[config.mk]
export PLATFORM = sky130hd
export DESIGN_NAME = spi_input_conditioner
export DESIGN_NICKNAME = d
export VERILOG_FILES = /design/src/rtl/spi_pkg.sv /design/src/rtl/input_conditioner_bit.sv /design/src/rtl/spi_input_conditioner.sv
export SDC_FILE = /design/constraint.sdc
export NUM_CORES = 1
export LEC_CHECK = 0
export CAP_MARGIN = 15
export CELL_PAD_IN_SITES_DETAIL_PLACEMENT = 1
export CELL_PAD_IN_SITES_GLOBAL_PLACEMENT = 2
export CORE_ASPECT_RATIO = 1.1
export CORE_UTILIZATION = 41
export CTS_CLUSTER_DIAMETER = 30
export DETAILED_ROUTE_END_ITERATION = 7
export PLACE_DENSITY = 0.92
export SLEW_MARGIN = 20
export SYNTH_ARGS = -nofsm -noshare
export SYNTH_HDL_FRONTEND = slang
export SYNTH_SLANG_ARGS = --single-unit
[constraint.sdc]
create_clock -name s_clk -period 3.5 [get_ports s_clk]
set_clock_uncertainty 0.2 [all_clocks]
set_input_delay 0.7 -clock s_clk [delete_from_list [all_inputs] [get_ports s_clk]]
set_output_delay 0.7 -clock s_clk [all_outputs]
set_load 0.03 [all_outputs]
[src/rtl/spi_pkg.sv]
// Shared constants and channel payload type for the SPI memory slave front end.
package spi_pkg;

  localparam logic CS_IDLE   = 1'b1;
  localparam logic SCLK_IDLE = 1'b0;
  localparam logic MOSI_IDLE = 1'b0;

  localparam int unsigned DEF_SYNC_STAGES     = 2;
  localparam int unsigned DEF_DEBOUNCE_CYCLES = 3;
  localparam int unsigned DEF_CNT_W           = 8;

  // Conditioned level plus its registered edge pulses for one pad channel.
  typedef struct packed {
    logic level;
    logic rise;
    logic fall;
  } chan_t;

endpackage

[src/rtl/input_conditioner_bit.sv]
// One pad channel: flop-chain synchronizer followed by a counting debouncer
// that registers the accepted level and a one-cycle rise/fall pulse.
module input_conditioner_bit #(
  parameter int unsigned SYNC_STAGES     = 2,
  parameter int unsigned DEBOUNCE_CYCLES = 3,
  parameter int unsigned CNT_W           = 8,
  parameter logic        RESET_VAL       = 1'b0
) (
  input  logic s_clk,
  input  logic rst_n,
  input  logic raw,
  output logic cond,
  output logic rise,
  output logic fall
);

  localparam logic [CNT_W-1:0] CNT_LAST = CNT_W'(DEBOUNCE_CYCLES - 1);

  logic [SYNC_STAGES-1:0] sync;
  logic                   s;
  logic [CNT_W-1:0]       n;

  // Metastability chain; reset to the idle level so release is silent.
  always_ff @(posedge s_clk or negedge rst_n) begin
    if (!rst_n) begin
      sync <= {SYNC_STAGES{RESET_VAL}};
    end else begin
      sync <= {sync[SYNC_STAGES-2:0], raw};
    end
  end

  assign s = sync[SYNC_STAGES-1];

  // Accept a new level only after it has disagreed for DEBOUNCE_CYCLES cycles.
  always_ff @(posedge s_clk or negedge rst_n) begin
    if (!rst_n) begin
      cond <= RESET_VAL;
      n    <= '0;
      rise <= 1'b0;
      fall <= 1'b0;
    end else begin
      rise <= 1'b0;
      fall <= 1'b0;
      if (s == cond) begin
        n <= '0;
      end else if (n == CNT_LAST) begin
        cond <= s;
        n    <= '0;
        rise <= s;
        fall <= ~s;
      end else begin
        n <= n + CNT_W'(1);
      end
    end
  end

endmodule

[src/rtl/spi_input_conditioner.sv]
// SPI pad front end: conditions sclk/mosi/cs and produces frame and
// frame-qualified sclk edge pulses for the control FSM and shift register.
module spi_input_conditioner
  import spi_pkg::*;
#(
  parameter int unsigned SYNC_STAGES     = DEF_SYNC_STAGES,
  parameter int unsigned DEBOUNCE_CYCLES = DEF_DEBOUNCE_CYCLES,
  parameter int unsigned CNT_W           = DEF_CNT_W
) (
  input  logic s_clk,
  input  logic rst_n,
  input  logic sclk_raw,
  input  logic mosi_raw,
  input  logic cs_raw,
  output logic sclk_cond,
  output logic mosi_cond,
  output logic cs_cond,
  output logic sclk_pos_edge,
  output logic sclk_neg_edge,
  output logic frame_start,
  output logic frame_end
);

  chan_t sclk_ch;
  chan_t mosi_ch;
  chan_t cs_ch;
  logic  unused_mosi_edges;

  input_conditioner_bit #(
    .SYNC_STAGES    (SYNC_STAGES),
    .DEBOUNCE_CYCLES(DEBOUNCE_CYCLES),
    .CNT_W          (CNT_W),
    .RESET_VAL      (SCLK_IDLE)
  ) u_sclk (
    .s_clk(s_clk),
    .rst_n(rst_n),
    .raw  (sclk_raw),
    .cond (sclk_ch.level),
    .rise (sclk_ch.rise),
    .fall (sclk_ch.fall)
  );

  input_conditioner_bit #(
    .SYNC_STAGES    (SYNC_STAGES),
    .DEBOUNCE_CYCLES(DEBOUNCE_CYCLES),
    .CNT_W          (CNT_W),
    .RESET_VAL      (MOSI_IDLE)
  ) u_mosi (
    .s_clk(s_clk),
    .rst_n(rst_n),
    .raw  (mosi_raw),
    .cond (mosi_ch.level),
    .rise (mosi_ch.rise),
    .fall (mosi_ch.fall)
  );

  input_conditioner_bit #(
    .SYNC_STAGES    (SYNC_STAGES),
    .DEBOUNCE_CYCLES(DEBOUNCE_CYCLES),
    .CNT_W          (CNT_W),
    .RESET_VAL      (CS_IDLE)
  ) u_cs (
    .s_clk(s_clk),
    .rst_n(rst_n),
    .raw  (cs_raw),
    .cond (cs_ch.level),
    .rise (cs_ch.rise),
    .fall (cs_ch.fall)
  );

  // MOSI is sampled by level only; its edge pulses have no consumer.
  assign unused_mosi_edges = mosi_ch.rise ^ mosi_ch.fall;

  assign sclk_cond   = sclk_ch.level;
  assign mosi_cond   = mosi_ch.level;
  assign cs_cond     = cs_ch.level;
  assign frame_start = cs_ch.fall;
  assign frame_end   = cs_ch.rise;

  // Both terms are registered in the same cycle, so a simultaneous cs fall
  // passes the sclk edge and a simultaneous cs rise blocks it.
  assign sclk_pos_edge = sclk_ch.rise & (cs_ch.level != CS_IDLE);
  assign sclk_neg_edge = sclk_ch.fall & (cs_ch.level != CS_IDLE);

endmodule

==> metrics.md, run 1 <==
| Metric | Value |
|---|---|
| First-pass GRT wire length | approximately 5000 um |
| Fin nets | 170 |
| Final hold vios | 0 |
| Critical path peak fanout | 7 |
| Final min period | about 2500 ps |
| Post-CTS Resized | 0 |
| Max Freq | slightly above 400 MHz |
| Critical path type | reg -> out |
| Largest net degree at the start of global routing | 38 |
| Net Sw Frac | roughly 34% |
| Post-Syn Nets | about 150 |
| CTS tree | built |
| Gp weighted congestion | 0.7484 |
| Fin area | about 0.0019 mm2 |
| Post-synthesis sequential area ratio | about 60% |
| Placed Area | roughly 0.0018 mm2 |
| Max Cap Viol | 0 |
| Die Y | around 67 um |
| Routed WL | 2797 um |
| Number of synthesis warnings | 0 |
| # port buffers | 11 |
| Worst path slowest cell | clkdlybuf4s50_1 |
| Htree depth | 2 |
| Post-synth top area share | between 50% and 60% |
| Num Clock Sinks | 37 |
| Count leader, synth | dfrtp_1 |
| Int Power | approximately 0.0008 W |
| Logic gate share of total power | 27.1% |
| Synthesized flop and latch total | 37 |
| Initial antenna violation count | 0 |
| Most used flip-flop cell after synthesis | dfrtp_1 |
| Buf/Inv on CP | 1 |
| Yosys top cell by area | dfrtp_1 |
| Final HPWL DP | 2067 um |
| Setup Fix Bufs, Post-CTS | 0 |
| Post-detailed-route count of antenna-violating nets | 0 |
| Mapped Area | ~0.0016 mm2 |
| Async set-reset flop share out of synthesis | 100.0% |
| Post-synthesis instance total | 140 |
| Vias | 1076 |
| Hold Path Class | reg -> reg |
| CORE AREA | 0.003684 mm2 |
| Initial cell density of the core | 43.24% |
| Share of cells above drive strength 1 | a little under an eighth |
| Mean number of vias per cell | just over 5 |
| Drt initial violations | 22 |
| Number of global-route vias before repair | roughly 1.2k |
| Setup crit end kind | output port |
| Unrepaired setup endpoints after global routing | no |
| Synth cell count leaders | 34 x dfrtp_1, 14 x nor2_1, 10 x nand3_1 |
| Worst IR Drop VDD | ~0.40 mV |
| Area of the multi-input gates | roughly 650 um2 |
| DR pass1 iterations | 4 |
| Critical Path Start Type | flop |
| Worst relative slew slack | 70.26% |
| Clock power frac | 25.1% |
| Filler cells | between 400 and 500 |
| Clk root buf | clkbuf_8 |
| Remaining Overflow, GRT | 0 |
| Sw Pwr | about 0.00040 W |
| Setup tns final | 0 ps |
| Ranking of synthesized cells by area | dfrtp_1 53%, dfstp_2 4.9%, ha_1 4.7%, or3_1 3.5%, nor2_1 3.3% |
| Part of the power in registers | 47.7% |
| Hold_buf cts | 0 |
| Pleak | 0.7803 nW |
| Critical path arrival | between 1500 and 2000 ps |
| # diodes | 0 |
| Skew-Pair Late Insertion Delay | between 200 and 300 ps |
| Area grow syn2layout | 16.97% |
| Top Ports | 12 |
| Worst-Margin Slew | roughly 450 ps |
| CTS Buffer Depth | 2 |
| Mapped Avg Cell Area | approximately 11 um2 |
| Reg area | around 930 um2 |
| Chip Width | just over 60 um |
| All-Layer GR Usage | between 10% and 20% |
| DR WL/cell | 13.32 um |
| Crit path largest cell delay | 680 ps |
| Rows | 23 |
| Final worst-path cycle share | 70.42% |
| CP cell instances | clkdlybuf4s50_1 |
| Status | complete, no violations |
| Pwr dens | ~630 mW/mm2 |
| Delay-heaviest family, CP | buffers and inverters |
| Final setup viols | 0 |
| DRC | 0 |
| Number of flops mapped to enable cells by yosys | 0 |
| Fin. max-slew vios | 0 |
| Distinct cells, synth | 26 |
| Worst-path clk slew | roughly 80 ps |
| DIE AREA | ~0.0041 mm2 |
| Req. time, crit path | 2600 ps |
| CTS Buf Count | 5 |
[kinds of logic after synthesis]
family	share of synthesized area, %
mux	2.121
fa+ha+maj	4.713
simple gates	19.33
flops	58.37
buf+inv	0.9424
compound gates	7.934
xor+xnor	6.599
[routing by layer]
layer  up-vias  part of all wire [%]  track usage (%)  routed length [um]
met5         -                     0                0                   0
met4         0                   1.5            8.333                  42
met3         4                   3.4            5.172                  96
met2        13                    53            31.39                1476
met1       536                    42            17.14                1180
li1        523                     -                -                   -
[registers in the layout (all words and copies together) (netlist names)]
register / count
u_cs.cond: 1
u_mosi.cond: 1
u_cs.sync: 2
u_sclk.sync: 2
u_sclk.fall: 1
u_cs.n: 8
u_sclk.n: 8
u_sclk.rise: 1
u_mosi.n: 8
u_cs.fall: 1
u_sclk.cond: 1
u_mosi.sync: 2
u_cs.rise: 1
[layout by cell type, fill, tap and decap left out, types with 2 or more instances in the layout]
cell type	count
ha_1	6
or3_1	9
nand2_1	7
xnor2_1	6
clkbuf_8	5
xor2_1	6
inv_1	4
mux2_2	2
dfstp_2	3
nor3_1	2
a21oi_1	9
dfrtp_1	34
clkdlybuf4s50_1	11
nand4_1	3
nand3_1	10
nor3b_1	4
o21ai_0	9
nor2b_1	2
nor4b_1	2
nor2_1	14
[final timing paths]
check	start	to	slack [ps]	cells after the start
max	u_cs.cond$_DFFE_PN1P_	cs_cond	1040	1
min	u_cs.sync[0]$_DFF_PN1_	u_cs.sync[1]$_DFF_PN1_	160	0
max reg2reg	u_mosi.n[0]$_DFF_PN0_	u_mosi.cond$_DFFE_PN0P_	1620	5
min reg2reg	u_cs.sync[0]$_DFF_PN1_	u_cs.sync[1]$_DFF_PN1_	160	0
max in group asynchronous	rst_n	u_cs.sync[0]$_DFF_PN1_	2130	2
min in group asynchronous	rst_n	u_cs.n[2]$_DFF_PN0_	630	2
[worst register-to-register path, cell delays in order, from the launching register on]
cell and delay, ps:
dfrtp_1 410, inv_1 70, ha_1 140, or4b_4 490, nor2_2 130, mux2_1 330
[power groups by stage]
stage | Combinational (W) | Sequential, W | Clock, W
after floorplan | 0.000185 | 0.000597 | 0
after global placement | 0.000316 | 0.000564 | 0
after detailed placement | 0.000326 | 0.000570 | 0
after CTS | 0.000328 | 0.000562 | 0.000310
after global routing | 0.000361 | 0.000572 | 0.000326
final | 0.000319 | 0.000561 | 0.000296
[layout make-up]
type / count / area share [%]
sequential: 37 / 49.90
multi-input combinational: 99 / 34.79
timing repair buffer: 12 / 6.313
clock buffer: 5 / 3.694
tap: 50 / 3.358
clock inverter: 3 / 1.142
inverter: 4 / 0.8059
[stage by stage]
step                      power (W)  hold slack (ps)  instances  setup slack, ps  util (%)
final                      0.001176            162.8        210             1035     50.58
after global routing       0.001259            165.4        210            987.5     50.58
after CTS                  0.001200            165.2        210             1019     50.58
after detailed placement  0.0008967            153.3        202             1349     48.13
after global placement    0.0008801            139.7        202             1366     48.13
after floorplan           0.0007823            131.2        140             1709         -
No activity file was read; power rests on OpenSTA's default activity.
==> run 2: changes to the inputs <==
--- a/config.mk
+++ b/config.mk
@@ -9,10 +9,10 @@
 export CELL_PAD_IN_SITES_DETAIL_PLACEMENT = 1
 export CELL_PAD_IN_SITES_GLOBAL_PLACEMENT = 2
 export CORE_ASPECT_RATIO = 1.1
-export CORE_UTILIZATION = 41
+export CORE_UTILIZATION = 38
 export CTS_CLUSTER_DIAMETER = 30
 export DETAILED_ROUTE_END_ITERATION = 7
-export PLACE_DENSITY = 0.92
+export PLACE_DENSITY = 0.87
 export SLEW_MARGIN = 20
 export SYNTH_ARGS = -nofsm -noshare
 export SYNTH_HDL_FRONTEND = slang
==> constraint.sdc (replaced) <==
create_clock -name s_clk -period 2.5 [get_ports s_clk]
set_clock_uncertainty 0.2 [all_clocks]
set_input_delay 0.5 -clock s_clk [delete_from_list [all_inputs] [get_ports s_clk]]
set_output_delay 0.5 -clock s_clk [all_outputs]
set_load 0.03 [all_outputs]
==> run 2 against run 1 <==
Effect of this change: core utilization is 3.2 points lower; sequential share of layout area shrank 0.76 points; design area is 1.5% higher; sequential power grew 40%; cell count up 0.95%; clock power increased by 79%; first-iteration DRC count is 14% lower; hold slack worse by 9.3 ps; register-to-register slack worse by 1000 ps; worst setup slack got worse by 790 ps; flip-flop and latch count did not move.
==> metrics.md, run 2 (synthesis results as in run 1) <==
| Metric | Value |
|---|---|
| All-Layer GR Usage | 15.89% |
| Num Clock Sinks | 37 |
| Req. time, crit path | 1800 ps |
| CP cell instances | clkdlybuf4s50_1 |
| Initial antenna violation count | 0 |
| Final setup viols | 0 |
| Skew-Pair Late Insertion Delay | approximately 290 ps |
| Status | complete, no violations |
| GR met2 Demand/Resource | between 20% and 30% |
| Share of cells above drive strength 1 | about 11% |
| Mean number of vias per cell | ~5.2 |
| Biggest regs | u_cs.n x8, u_mosi.n x8, u_sclk.n x8 |
| Post-detailed-route count of antenna-violating nets | 0 |
| Buf/Inv on CP | 1 |
| Post-CTS Resized | 0 |
| Worst-Margin Slew | approximately 450 ps |
| Int Power | around 0.0012 W |
| Final hold vios | 0 |
| Vias | approximately 1.1k |
| Worst setup margin | about 240 ps |
| Pwr dens | just over 900 mW/mm2 |
| Die Y | 69.90 um |
| Worst IR Drop VDD | approximately 0.46 mV |
| Setup Fix Bufs, Post-CTS | 0 |
| Unrepaired setup endpoints after global routing | no |
| GR Util met3 | approximately 3.4% |
| Number of global-route vias before repair | approximately 1.3k |
| Filler cells | 441 |
| Final HPWL DP | 2094 um |
| Final min period | roughly 2300 ps |
| Setup crit end kind | output port |
| Pre-CTS setup slack | approximately 550 ps |
| Critical path origin | u_cs.cond$_DFFE_PN1P_ |
| Htree depth | 2 |
| Fin nets | 170 |
| Chip Width | 63.73 um |
| Crit path largest cell delay | 680 ps |
| Delay-heaviest family, CP | buffers and inverters |
| Crit path to | cs_cond |
| Critical Path Start Type | flop |
| R2R setup slack | roughly 600 ps |
| Net Sw Frac | 30.77% |
| Finished Core Util | a little under half |
| Pleak | ~0.8 nW |
| Most frequent cells in the layout | 34 x dfrtp_1, 14 x nor2_1, 11 x clkdlybuf4s50_1 |
| Worst-path clk slew | roughly 70 ps |
| Setup tns final | 0 ps |
| Crit path depth | 1 |
| # diodes | 0 |
| CTS Buffer Depth | 2 |
| Critical path type | reg -> out |
| Reg2Reg Depth | 5 |
| Logic gate share of total power | around a quarter |
| First-pass GRT wire length | 5451 um |
| Total power | 0.001763 W |
| Drt initial violations | 19 |
| Hold_buf cts | 0 |
| Clock power frac | a little under a third |
| Part of the power in registers | between 40% and 50% |
| Fin. max-slew vios | 0 |
| Initial cell density of the core | 39.88% |
| # port buffers | 11 |
| Routed WL | around 2900 um |
| Critical path arrival | 1560 ps |
| Worst relative slew slack | between 60% and 70% |
| Worst path slowest cell | clkdlybuf4s50_1 |
| Placed Area | about 0.0018 mm2 |
| CORE AREA | 0.003994 mm2 |
| RR Startpoint | u_mosi.n[0]$_DFF_PN0_ |
| Rows | 24 |
| DR pass1 iterations | 4 |
| Largest net degree at the start of global routing | 38 |
| Area grow syn2layout | 18.77% |
| Hold Path Class | reg -> reg |
| CTS Buf Count | 5 |
| Max Freq | 443.5 MHz |
| Critical path peak fanout | 7 |
| CTS tree | built |
| Max Cap Viol | 0 |
| Clk root buf | clkbuf_8 |
| Top Ports | 12 |
| DR WL/cell | between 10 and 15 um |
| Remaining Overflow, GRT | 0 |
| Reg2Reg Capture Point | u_mosi.cond$_DFFE_PN0P_ |
| Final worst-path cycle share | between 90% and 100% |
| GRT Max-Usage Layer | met2 |
| Gp weighted congestion | between 0.7 and 0.8 |
| DRC | 0 |
| DIE AREA | 0.004455 mm2 |
| Met1 usage | 18.73% |
| Fin area | 0.001892 mm2 |
| Leading cell type in the layout, fill and taps excluded | dfrtp_1 |
| Sw Pwr | 0.0005425 W |
==> run 2: power groups by stage <==
stage	logic, W	clock network, W	registers, W
3_3_place_gp	0.000443	0	0.000791
4_1_cts	0.000458	0.000544	0.000789
3_5_place_dp	0.000458	0	0.000800
2_1_floorplan	0.000259	0	0.000836
6_report	0.000445	0.000531	0.000786
5_1_grt	0.000500	0.000567	0.000805
==> run 2: layout make-up <==
class                   count  area, um2  area share [%]
clock inverters             1      30.03           1.587
multi-input cells          99      648.1           34.26
flip-flops and latches     37      929.6           49.14
well taps                  52      65.06           3.439
repair buffers             12      117.6           6.217
inverters                   4      15.01          0.7937
clock buffers               7      86.33           4.564
==> run 2: routing by layer <==
| metal | part of all wire [%] | vias to the layer above |
|---|---|---|
| met5 | 0 | - |
| met4 | 1.9 | 0 |
| met3 | 2.3 | 7 |
| met2 | 52 | 14 |
| met1 | 44 | 556 |
| li1 | - | 523 |
==> run 2: worst min path at each step <==
| stage | cells after the start | start | to | slack, ps |
|---|---|---|---|---|
| 2_1_floorplan | 0 | rst_n | u_cs.fall$_DFF_PN0_ | 4 |
| 3_3_place_gp | 0 | u_sclk.sync[0]$_DFF_PN0_ | u_sclk.sync[1]$_DFF_PN0_ | 140 |
| 3_5_place_dp | 0 | u_mosi.sync[0]$_DFF_PN0_ | u_mosi.sync[1]$_DFF_PN0_ | 140 |
| 4_1_cts | 0 | u_mosi.sync[0]$_DFF_PN0_ | u_mosi.sync[1]$_DFF_PN0_ | 160 |
| 5_1_grt | 0 | u_sclk.sync[0]$_DFF_PN0_ | u_sclk.sync[1]$_DFF_PN0_ | 160 |
| 6_report | 0 | u_mosi.sync[0]$_DFF_PN0_ | u_mosi.sync[1]$_DFF_PN0_ | 150 |
==> run 2: per-stage QoR <==
step	hold slack (ps)	std cells
after floorplan	4.409	140
after global placement	135.4	204
after detailed placement	140.3	204
after CTS	155.7	212
after global routing	159.5	212
final	153.5	212
